==> src/rtl/vm_session_timer_pkg.sv <==
// Shared definitions for the vending machine session timer.
// Machine-wide sizes, default timings and timer state encoding.
package vm_session_timer_pkg;

    localparam int kNumCoins = 4;
    localparam int kNumItems = 8;
    localparam int kWaitTime = 10;
    localparam int kWarnTime = 3;

    typedef enum logic [1:0] {
        ST_IDLE   = 2'd0,
        ST_ACTIVE = 2'd1,
        ST_WARN   = 2'd2
    } state_t;

endpackage

==> src/rtl/vm_session_timer_tick.sv <==
// Prescaler for the session timer: one tick every PRESCALE enabled cycles.
// Clear has priority over enable; disabled cycles freeze the count.
module vm_tick_gen #(
    parameter int PRESCALE = 1
) (
    input  logic clk,
    input  logic reset_n,
    input  logic clear,
    input  logic enable,
    output logic tick
);

    localparam int PW = (PRESCALE > 1) ? $clog2(PRESCALE) : 1;

    logic [PW-1:0] cnt;

    assign tick = enable && (cnt == PW'(PRESCALE - 1));

    always_ff @(posedge clk) begin
        if (!reset_n) begin
            cnt <= '0;
        end else if (clear) begin
            cnt <= '0;
        end else if (enable) begin
            cnt <= tick ? '0 : cnt + PW'(1);
        end
    end

endmodule

==> src/rtl/vm_session_timer.sv <==
// Session timer beside the vending machine FSM.
// Reloads on coin/valid selection, warns near expiry, pulses on timeout.
import vm_session_timer_pkg::*;

module vm_session_timer #(
    parameter int NUM_COINS = kNumCoins,
    parameter int NUM_ITEMS = kNumItems,
    parameter int CNT_W     = 8,
    parameter int WAIT_TIME = kWaitTime,
    parameter int WARN_TIME = kWarnTime,
    parameter int PRESCALE  = 1
) (
    input  logic                 clk,
    input  logic                 reset_n,
    input  logic [NUM_COINS-1:0] i_input_coin,
    input  logic [NUM_ITEMS-1:0] i_select_item,
    input  logic [NUM_ITEMS-1:0] i_available_item,
    input  logic                 i_hold,
    input  logic                 i_cancel,
    input  logic [CNT_W-1:0]     i_cfg_wait,
    output logic [CNT_W-1:0]     wait_time,
    output logic                 o_active,
    output logic                 o_warning,
    output logic                 o_timeout
);

    localparam logic [CNT_W-1:0] WARN_V = CNT_W'(WARN_TIME);

    state_t           state;
    logic             restart;
    logic             run;
    logic             tick;
    logic [CNT_W-1:0] load_val;
    logic [CNT_W-1:0] dec_val;

    assign restart  = (|i_input_coin) |
                      (|(i_select_item & i_available_item));
    assign load_val = (i_cfg_wait != '0) ? i_cfg_wait
                                         : CNT_W'(WAIT_TIME);
    assign run      = (state != ST_IDLE) && !i_hold;
    assign dec_val  = wait_time - CNT_W'(1);

    vm_tick_gen #(
        .PRESCALE (PRESCALE)
    ) u_tick (
        .clk     (clk),
        .reset_n (reset_n),
        .clear   (i_cancel | restart),
        .enable  (run),
        .tick    (tick)
    );

    always_ff @(posedge clk) begin
        if (!reset_n) begin
            state     <= ST_IDLE;
            wait_time <= '0;
            o_active  <= 1'b0;
            o_warning <= 1'b0;
            o_timeout <= 1'b0;
        end else begin
            o_timeout <= 1'b0;
            if (i_cancel) begin
                state     <= ST_IDLE;
                wait_time <= '0;
                o_active  <= 1'b0;
                o_warning <= 1'b0;
            end else if (restart) begin
                wait_time <= load_val;
                o_active  <= 1'b1;
                if (load_val <= WARN_V) begin
                    state     <= ST_WARN;
                    o_warning <= 1'b1;
                end else begin
                    state     <= ST_ACTIVE;
                    o_warning <= 1'b0;
                end
            end else if (tick) begin
                // tick only fires in ACTIVE/WARN, where wait_time != 0
                if (wait_time > CNT_W'(1)) begin
                    wait_time <= dec_val;
                    if (dec_val <= WARN_V) begin
                        state     <= ST_WARN;
                        o_warning <= 1'b1;
                    end
                end else begin
                    state     <= ST_IDLE;
                    wait_time <= '0;
                    o_active  <= 1'b0;
                    o_warning <= 1'b0;
                    o_timeout <= 1'b1;
                end
            end
        end
    end

endmodule
==> config.mk <==
export PLATFORM = sky130hd
export DESIGN_NAME = vm_session_timer
export DESIGN_NICKNAME = d
export VERILOG_FILES = /design/src/rtl/vm_session_timer_pkg.sv /design/src/rtl/vm_session_timer_tick.sv /design/src/rtl/vm_session_timer.sv
export SDC_FILE = /design/constraint.sdc
export NUM_CORES = 1
export LEC_CHECK = 0
export BUFFER_PORTS_ARGS = -buffer_cell sky130_fd_sc_hd__buf_2
export CAP_MARGIN = 0
export CORE_MARGIN = 2
export CORE_UTILIZATION = 45
export CTS_CLUSTER_DIAMETER = 100
export DETAILED_ROUTE_END_ITERATION = 10
export GPL_ROUTABILITY_DRIVEN = 0
export PLACE_DENSITY_LB_ADDON = 0.08
export SLEW_MARGIN = 0
export SYNTH_ARGS = -nofsm -noshare
export SYNTH_HDL_FRONTEND = slang
export SYNTH_SLANG_ARGS = --single-unit
==> constraint.sdc <==
create_clock -name clk -period 5.9 [get_ports clk]
set_clock_uncertainty 0.15 [all_clocks]
set_input_delay 1.475 -clock clk [delete_from_list [all_inputs] [get_ports clk]]
set_output_delay 1.475 -clock clk [all_outputs]
set_load 0.005 [all_outputs]
Word-level counts from Yosys, hierarchy flattened

Cells that the tools add are included.
W data, S select, Z words.

Register bits: 14
Word-level logic and storage cells: 51
Input port bits: 32
Output and inout bits: 11

Add/subtract/negate cells: 2
Order comparisons: 3
Equality and inequality tests: 2
Muxes and demuxes: 19
Reductions and logical operators: 13
Bitwise operators: 6

Operators with widths:

| operator              | number |
|---|---|
| $mux W8               | 4 |
| $le A8 B2 Y1 const B  | 2 |
| $mux W1               | 10 |
| $mux W2               | 5 |
| $and A8 B8 Y8         | 1 |
| $gt A8 B1 Y1 const B  | 1 |
| $reduce_bool A8 Y1    | 1 |
| $reduce_or A4 Y1      | 2 |
| $reduce_or A8 Y1      | 1 |
| $sub A8 B1 Y8 const B | 1 |
| $reduce_and A2 Y1     | 2 |
| $reduce_bool A2 Y1    | 2 |
| $reduce_or A2 Y1      | 2 |
| $ne A3 B2 Y1 const B  | 1 |
| $not A1 Y1            | 3 |
| $logic_and A1 B1 Y1   | 2 |
| $ne A2 B2 Y1 const B  | 1 |
| $or A1 B1 Y1          | 2 |
| $add A1 B1 Y1 const B | 1 |
| $logic_not A1 Y1      | 1 |

Depth between registers and ports, before layout

Gate-level depths: netlist of run 1.

Depth in word-level cells: 6
Gate-level depth with buffers: 7
Depth with buffers taken out: 7

Cells and area by module

A second synthesis of run 1 with hierarchy kept.

Cell total of the unflattened synthesis: 105
Area total of the unflattened synthesis: 862.1 um^2

By module, submodules not included:

| module           | sequential area each (um^2) | area an instance (um^2) | instances | cells an instance |
|---|---|---|---|---|
| vm_session_timer | 240.2                       | 823.3                   | 1         | 102 |
| vm_tick_gen      | 20.0                        | 38.8                    | 1         | 3 |

Worst setup path after synthesis of run 1

No wires, ideal clock.

Kind: input -> register
Start point: input port i_hold
End point: register wait_time[6]
Buffers on the path: 1
Required time: 5.664 ns
Path slack: 2.872 ns
Arrival: 2.792 ns
Stages on the path: 6
Setup time: 0.086 ns
Cell sequence: o21bai_4 or2_1 buf_2 or4_4 mux2i_1 a211oi_1

Word-level cells in the longest chain between the ends: 4

RTL lines:

| item                                | RTL line                    | source |
|---|---|---|
| from (decl)                         | vm_session_timer.sv:18      | `input logic i_hold,` |
| $logic_not A1 Y1                    | vm_session_timer.sv:40      | `assign run = (state != ST_IDLE) && !i_hold;` |
| $logic_and A1 B1 Y1                 | vm_session_timer.sv:40      |  |
| $logic_and A1 B1 Y1                 | vm_session_timer_tick.sv:17 | `assign tick = enable && (cnt == PW'(PRESCALE - 1));` |
| $reduce_bool A2 Y1 (no source line) | n/a                         |  |
| to (signal assigned)                | vm_session_timer.sv:68      | `wait_time <= load_val;` |
| to (signal assigned)                | vm_session_timer.sv:80      | `wait_time <= dec_val;` |
| to (decl)                           | vm_session_timer.sv:21      | `output logic [CNT_W-1:0] wait_time,` |

No other way between the ends.
A chain may end at the register's enable or synchronous reset.

Final worst setup path of run 1

Start point: input port i_select_item[4]
End point: register wait_time[3]

Word-level cells in the longest chain between the ends: 4
Elaborated cells between the ends (all ways): 5
Those cells by class: 1 x mux; 2 x bitwise; 2 x reduce/logical

RTL lines:

| item                                                 | RTL line               | source |
|---|---|---|
| from (decl)                                          | vm_session_timer.sv:16 | `input logic [NUM_ITEMS-1:0] i_select_item,` |
| $and A8 B8 Y8 (*)                                    | vm_session_timer.sv:37 | `(\|(i_select_item & i_available_item));` |
| $reduce_or A8 Y1 (*)                                 | vm_session_timer.sv:37 |  |
| $or A1 B1 Y1 (*)                                     | vm_session_timer.sv:36 | `assign restart = (\|i_input_coin) \|` |
| $mux W8 / $reduce_bool A2 Y1 (equally long branches) | n/a                    |  |

Every way passes the cells marked *; elsewhere a longest branch is shown, timed or not.

==> run_summary.xml, run 1 <==
<?xml version="1.0" encoding="UTF-8"?>
<metrics>
  <group name="outcome">
    <metric name="status" unit="">complete, no violations</metric>
  </group>
  <group name="critical_path">
    <metric name="path_class" unit="">input port to register</metric>
    <metric name="critical_path.reg2reg.startpoint" unit="">o_warning$_SDFFE_PP0P_</metric>
    <metric name="setup.worst_path.end_class" unit="">register</metric>
    <metric name="worst_path_largest_cell_delay" unit="ps">680</metric>
    <metric name="crit_arrival" unit="ps">3040</metric>
    <metric name="startpoint" unit="">i_select_item[4]</metric>
    <metric name="crit_family" unit="">compound AO/OA/AOI/OAI gates</metric>
    <metric name="timing.critical_path.slowest_stage_cell" unit="">and3_1</metric>
    <metric name="worstSetupStartpointType" unit="">input port</metric>
    <metric name="path_max_fanout" unit="">22</metric>
    <metric name="worst_ep_required_time" unit="ps">5950</metric>
    <metric name="crit_path_frequent_cell" unit="">a311oi_1</metric>
    <metric name="timing.critical_path.buf_inv" unit="">1</metric>
    <metric name="critical_path.cell_chain" unit="">buf_2 &gt; a22o_1 &gt; a221oi_1 &gt; and3_1 &gt; a311oi_1 &gt; a311oi_1</metric>
  </group>
  <group name="drt">
    <metric name="dr.first_iter.drc_count" unit="">19</metric>
    <metric name="routed-via-count" unit="">938</metric>
    <metric name="drc" unit="">0</metric>
    <metric name="ant_nets" unit="">0</metric>
    <metric name="routedWlPerCell" unit="um">12.08</metric>
    <metric name="first_pass_iters" unit="">4</metric>
    <metric name="viasPerCell" unit="">5.485</metric>
    <metric name="totalWireLength" unit="um">2065</metric>
  </group>
  <group name="finish">
    <metric name="layout.nets" unit="">182</metric>
    <metric name="area.growth.synth_to_final" unit="%">28.51</metric>
    <metric name="post_route_cells_drive_above_1_share" unit="%">34.93</metric>
    <metric name="instances_no_fill" unit="">171</metric>
    <metric name="n_antenna_cell" unit="">0</metric>
    <metric name="n_fill_cell" unit="">170</metric>
  </group>
  <group name="floorplan">
    <metric name="io_pins" unit="">43</metric>
    <metric name="core.rowCount" unit="">15</metric>
    <metric name="fp.coreArea" unit="um2">1745</metric>
    <metric name="die_width" unit="um">47.39</metric>
    <metric name="initial_core_util" unit="%">48.53</metric>
    <metric name="die_height" unit="um">47.39</metric>
    <metric name="floorplan.die_area" unit="um2">2245</metric>
  </group>
  <group name="sta">
    <metric name="max_clock_freq" unit="MHz">333.6</metric>
    <metric name="setup-tns-final" unit="ps">0</metric>
    <metric name="drv_slew" unit="">0</metric>
    <metric name="rsz_0062_raised_after_global_routing" unit="">false</metric>
    <metric name="maxSlewHeadroom" unit="%">50.50</metric>
    <metric name="fin_crit" unit="ps">2998</metric>
    <metric name="final-hold-violation-count" unit="">0</metric>
    <metric name="final_period_util" unit="%">50.81</metric>
    <metric name="finalSetupViolCount" unit="">0</metric>
    <metric name="timing_worst_slew_pin_value" unit="ps">742.4</metric>
  </group>
  <group name="grt">
    <metric name="grt_antenna_before_repair" unit="">0</metric>
    <metric name="grt_max_degree" unit="">23</metric>
    <metric name="grt_pass1_wl" unit="um">3201</metric>
    <metric name="grt.total_usage" unit="%">19.92</metric>
    <metric name="vias_in_the_first_global_route" unit="">748</metric>
    <metric name="grt_remaining_overflow" unit="">0</metric>
  </group>
  <group name="cts">
    <metric name="ctsHtreeMaxLevel" unit="">1</metric>
    <metric name="clk-insertion-delay-late" unit="ps">280</metric>
    <metric name="clock_sink_count" unit="">13</metric>
    <metric name="hold_buffers" unit="">0</metric>
    <metric name="worst_setup_hold_path_clk_slew" unit="ps">90</metric>
    <metric name="postCtsSetupBuffers" unit="">0</metric>
    <metric name="tritoncts" unit="">built</metric>
    <metric name="cts_buffer_count" unit="">3</metric>
    <metric name="cts_resized" unit="">0</metric>
    <metric name="cts_buffer_depth" unit="">2</metric>
    <metric name="ctsRootBufferMaster" unit="">clkbuf_4</metric>
  </group>
  <group name="min_path">
    <metric name="hp-class" unit="">register to register</metric>
    <metric name="hold_path.startpoint" unit="">o_active$_SDFFE_PP0P_</metric>
  </group>
  <group name="yosys">
    <metric name="avgSynthCellArea" unit="um2">7.991</metric>
    <metric name="synth_top_area_share" unit="%">30.72</metric>
    <metric name="post-synth-top-count-cell" unit="">nor2_1</metric>
    <metric name="number_of_distinct_library_cell_variants_in_the_gate_level_netlist_after_synthesis" unit="">32</metric>
    <metric name="seq_area_frac_synth" unit="%">30.72</metric>
    <metric name="yosysTopAreaCell" unit="">dfxtp_1</metric>
    <metric name="postSynth.asyncResetShare" unit="%">0</metric>
    <metric name="synth_top_flop_cell" unit="">dfxtp_1</metric>
    <metric name="syn_inst" unit="">106</metric>
    <metric name="synth.top_cells.by_count" unit="">nor2_1, dfxtp_1, a211oi_1, nand2_1, nand3_1</metric>
    <metric name="ys_top_cells_by_area" unit="">dfxtp_1, nor2_1, a211oi_1, mux2i_1, ha_1</metric>
    <metric name="synth_warnings" unit="">0</metric>
    <metric name="synth.ff_latch_count" unit="">13</metric>
    <metric name="synth_fp_nets" unit="">141</metric>
    <metric name="synthesis.area" unit="um2">847.1</metric>
    <metric name="synth_enable_flop_cells" unit="">0</metric>
  </group>
  <group name="place">
    <metric name="numPlacedInstances" unit="">167</metric>
    <metric name="post-dp-hpwl" unit="um">1599</metric>
    <metric name="place.port_buffers" unit="">42</metric>
  </group>
  <group name="job">
    <metric name="cap_violations" unit="">0</metric>
  </group>
  <group name="power">
    <metric name="report.power.total" unit="uW">194.9</metric>
    <metric name="leakage_power_of_the_design" unit="uW">0.0004960</metric>
    <metric name="vdd_drop_max" unit="mV">0.1105</metric>
    <metric name="power.density_cell_area" unit="nW/um2">179.0</metric>
  </group>
</metrics>
final cells by class:
cell class / count / area, um2 / share of cell area (%)
inverter: 3 / 11.26 / 1.034
tap: 25 / 31.28 / 2.874
sequential: 13 / 260.3 / 23.91
clock buffer: 4 / 26.28 / 2.414
timing repair buffer: 42 / 210.2 / 19.31
multi-input combinational: 84 / 549.3 / 50.46
flip-flops by register name, indices dropped and copies added (netlist names):
| name | cells |
|---|---|
| wait_time | 8 |
| o_active | 1 |
| o_timeout | 1 |
| o_warning | 1 |
| state | 1 |
| u_tick.cnt | 1 |
through the flow:
step | util [%] | cell area, um2 | setup WS, ps | hold slack (ps)
5_1_grt | 62.37 | 1089 | 2693 | 342.0
3_5_place_dp | 60.86 | 1062 | 2621 | 302.1
6_report | 62.37 | 1089 | 2902 | 308.5
4_1_cts | 62.37 | 1089 | 2913 | 312.9
2_1_floorplan | - | 847.1 | 2872 | 281.8
3_3_place_gp | 60.86 | 1062 | 2651 | 296.7
worst reg2reg max path: stages, from the launching register on:
cell      delay (ps)
dfxtp_1          400
o21bai_4         100
or2_1            340
or4_4            530
mux2i_1          130
a211oi_1         240
metal layers:
metal	GRT usage, %	vias up	part of all wire (%)
li1	-	470	-
met1	27.82	419	47
met2	30.54	47	43
met3	6.154	2	8.7
met4	3.333	0	0.39
met5	0	-	0
final timing paths:
check,endpoint,slack (ps),depth (start not counted)
min,o_active$_SDFFE_PP0P_,310,2
max reg2reg,wait_time[6]$_SDFFE_PP0P_,3930,5
min reg2reg,o_active$_SDFFE_PP0P_,310,2
max,wait_time[3]$_SDFFE_PP0P_,2900,6
power breakdown:
part | internal [uW] | switching [uW]
Combinational | 20.4 | 20.4
Sequential | 90.8 | 4.24
Clock | 26.3 | 32.8
Total | 137 | 57.5
layout by cell type (no fill, tap or decap), types with 2 or more instances in the layout:
| cell type | n |
|---|---|
| a22o_1 | 2 |
| a221oi_1 | 2 |
| or3_1 | 3 |
| a21oi_1 | 4 |
| mux2i_1 | 4 |
| nand3_1 | 6 |
| a311oi_1 | 3 |
| buf_2 | 42 |
| dfxtp_1 | 13 |
| inv_1 | 3 |
| nor3_1 | 5 |
| nor4_2 | 2 |
| nand2_1 | 6 |
| a211oi_1 | 6 |
| nor2_1 | 20 |
| nor4_1 | 2 |
| nand2b_1 | 2 |
| ha_1 | 3 |
| clkbuf_4 | 3 |
| xor2_1 | 2 |
logic make-up after synthesis:
family / synth area share (%)
compound gates: 22.16
xor+xnor: 2.068
fa+ha+maj: 4.432
buf+inv: 4.431
flops: 30.72
mux: 4.727
simple gates: 31.46
No activity file was read; power rests on OpenSTA's default activity.
==> inputs of run 2 (changes only) <==
- CORE_UTILIZATION: 45 -> 44
- clock period: 5.9 -> 2.97 ns (I/O delays scaled with it)
==> run 2 against run 1 <==
Total power is 100% higher. Sequential cell count stayed put. Count of clock-buffer cells in the layout stayed put. Hold slack better by 4.4 ps. Routed wire length is 1.5% higher. Via count is 0.96% higher. Critical path type unchanged. Largest power group unchanged.
==> run_summary.xml, run 2 (synthesis gave the netlist of run 1 again) <==
<?xml version="1.0" encoding="UTF-8"?>
<metrics>
  <group name="finish">
    <metric name="most_common_library_cell_in_the_layout_ignoring_fill_and_taps" unit="">buf_2</metric>
    <metric name="layout.nets" unit="">184</metric>
    <metric name="area.growth.synth_to_final" unit="%">30.28</metric>
    <metric name="largest_reg_by_ff_count" unit="">wait_time</metric>
    <metric name="non_filler_cell_area_final" unit="um2">1104</metric>
    <metric name="post_route_cells_drive_above_1_share" unit="%">35.81</metric>
    <metric name="final_cell_mix" unit="">buf_2, nor2_1, dfxtp_1</metric>
    <metric name="n_antenna_cell" unit="">0</metric>
    <metric name="finalCoreUtilization" unit="%">62.55</metric>
    <metric name="largest_register_ff_count" unit="">8</metric>
    <metric name="instances_no_fill" unit="">173</metric>
  </group>
  <group name="critical_path">
    <metric name="worst_path_largest_cell_delay" unit="ps">520</metric>
    <metric name="worst_ep_required_time" unit="ps">3020</metric>
    <metric name="timing.critical_path.slowest_stage_cell" unit="">or4_4</metric>
    <metric name="crit_arrival" unit="ps">2250</metric>
    <metric name="path_max_fanout" unit="">10</metric>
    <metric name="path_class" unit="">input port to register</metric>
    <metric name="timing.critical_path.buf_inv" unit="">1</metric>
    <metric name="crit_family" unit="">simple AND/OR/NAND/NOR gates</metric>
    <metric name="critical_path.cell_chain" unit="">buf_2 &gt; o21bai_4 &gt; or2_1 &gt; or4_4 &gt; mux2i_1 &gt; a211oi_1</metric>
    <metric name="worstSetupStartpointType" unit="">input port</metric>
    <metric name="setup.worst_path.end_class" unit="">register</metric>
  </group>
  <group name="floorplan">
    <metric name="initial_core_util" unit="%">48.01</metric>
    <metric name="core.rowCount" unit="">15</metric>
    <metric name="io_pins" unit="">43</metric>
    <metric name="floorplan.die_area" unit="um2">2292</metric>
    <metric name="fp.coreArea" unit="um2">1764</metric>
    <metric name="die_height" unit="um">47.88</metric>
    <metric name="die_width" unit="um">47.88</metric>
  </group>
  <group name="job">
    <metric name="cap_violations" unit="">0</metric>
  </group>
  <group name="sta">
    <metric name="timing_worst_slew_pin_value" unit="ps">498.2</metric>
    <metric name="drv_slew" unit="">0</metric>
    <metric name="rsz_0062_raised_after_global_routing" unit="">false</metric>
    <metric name="max_clock_freq" unit="MHz">454.7</metric>
    <metric name="maxSlewHeadroom" unit="%">66.78</metric>
    <metric name="holdWs" unit="ps">312.9</metric>
    <metric name="setup-tns-final" unit="ps">0</metric>
    <metric name="fin_crit" unit="ps">2199</metric>
    <metric name="final_period_util" unit="%">74.05</metric>
    <metric name="finalSetupViolCount" unit="">0</metric>
    <metric name="final-hold-violation-count" unit="">0</metric>
  </group>
  <group name="cts">
    <metric name="cts_buffer_count" unit="">3</metric>
    <metric name="ctsRootBufferMaster" unit="">clkbuf_4</metric>
    <metric name="cts_buffer_depth" unit="">2</metric>
    <metric name="postCtsSetupBuffers" unit="">0</metric>
    <metric name="hold_buffers" unit="">0</metric>
    <metric name="tritoncts" unit="">built</metric>
    <metric name="clock_sink_count" unit="">13</metric>
    <metric name="cts_resized" unit="">0</metric>
    <metric name="worst_setup_hold_path_clk_slew" unit="ps">90</metric>
    <metric name="clk-insertion-delay-late" unit="ps">280</metric>
    <metric name="ctsHtreeMaxLevel" unit="">1</metric>
  </group>
  <group name="drt">
    <metric name="viasPerCell" unit="">5.474</metric>
    <metric name="totalWireLength" unit="um">2096</metric>
    <metric name="dr.first_iter.drc_count" unit="">26</metric>
    <metric name="routed-via-count" unit="">947</metric>
    <metric name="routedWlPerCell" unit="um">12.12</metric>
    <metric name="first_pass_iters" unit="">4</metric>
    <metric name="drc" unit="">0</metric>
    <metric name="ant_nets" unit="">0</metric>
  </group>
  <group name="place">
    <metric name="area_post_placement" unit="um2">1077</metric>
    <metric name="place.port_buffers" unit="">42</metric>
    <metric name="post-dp-hpwl" unit="um">1665</metric>
    <metric name="numPlacedInstances" unit="">169</metric>
  </group>
  <group name="grt">
    <metric name="grt_antenna_before_repair" unit="">0</metric>
    <metric name="grt_max_degree" unit="">13</metric>
    <metric name="grt.total_usage" unit="%">21.25</metric>
    <metric name="grt_remaining_overflow" unit="">0</metric>
    <metric name="grt_pass1_wl" unit="um">3539</metric>
    <metric name="vias_in_the_first_global_route" unit="">843</metric>
  </group>
  <group name="power">
    <metric name="vdd_drop_max" unit="mV">0.2019</metric>
    <metric name="power.density_cell_area" unit="nW/um2">352.7</metric>
    <metric name="leakage_power_of_the_design" unit="uW">0.0005069</metric>
  </group>
  <group name="min_path">
    <metric name="hp-class" unit="">register to register</metric>
  </group>
  <group name="outcome">
    <metric name="status" unit="">complete, no violations</metric>
  </group>
</metrics>
run 2: power breakdown:
part / internal (uW) / total, uW / switching [uW]
Sequential: 180 / 189 / 8.47
Combinational: 40.7 / 81.5 / 40.8
Clock: 52.1 / 119 / 66.8
run 2: per-layer routing:
layer  vias to the layer above  routed length [um]  track usage [%]
li1                        474                   -                -
met1                       424                 923            28.13
met2                        47                 954            34.40
met3                         2                 199            4.528
met4                         0                  18            6.486
met5                         -                   0                0
run 2: final cells by class:
type	count	area, um2
clock buffer	4	26.28
fill	181	660.6
tap	25	31.28
sequential	13	260.3
multi-input combinational	84	549.3
timing repair buffer	44	225.2
inverter	3	11.26
run 2: tightest hold or removal path, delay by kind of cell, from the launching register on:
kind,cells,cell delay (ps)
DFF,1,320
AOI/OAI and AO/OA,1,50
and+or+nand+nor,1,50
run 2: final timing paths:
path	from	to	slack (ps)	cells past startpoint
worst max-delay path	i_hold	wait_time[6]$_SDFFE_PP0P_	770	6
worst min register to register	o_active$_SDFFE_PP0P_	o_active$_SDFFE_PP0P_	310	2
worst max register to register	o_warning$_SDFFE_PP0P_	wait_time[6]$_SDFFE_PP0P_	1000	5
worst min-delay path	o_active$_SDFFE_PP0P_	o_active$_SDFFE_PP0P_	310	2
run 2: metrics by stage:
stage / setup WS, ps / total power [uW]
CTS: 768.5 / 387.8
finish: 770.7 / 389.2
global placement: 538.6 / 272.5
global route: 697.8 / 408.2
floorplan: 674.9 / 239.1
detailed placement: 455.0 / 274.2
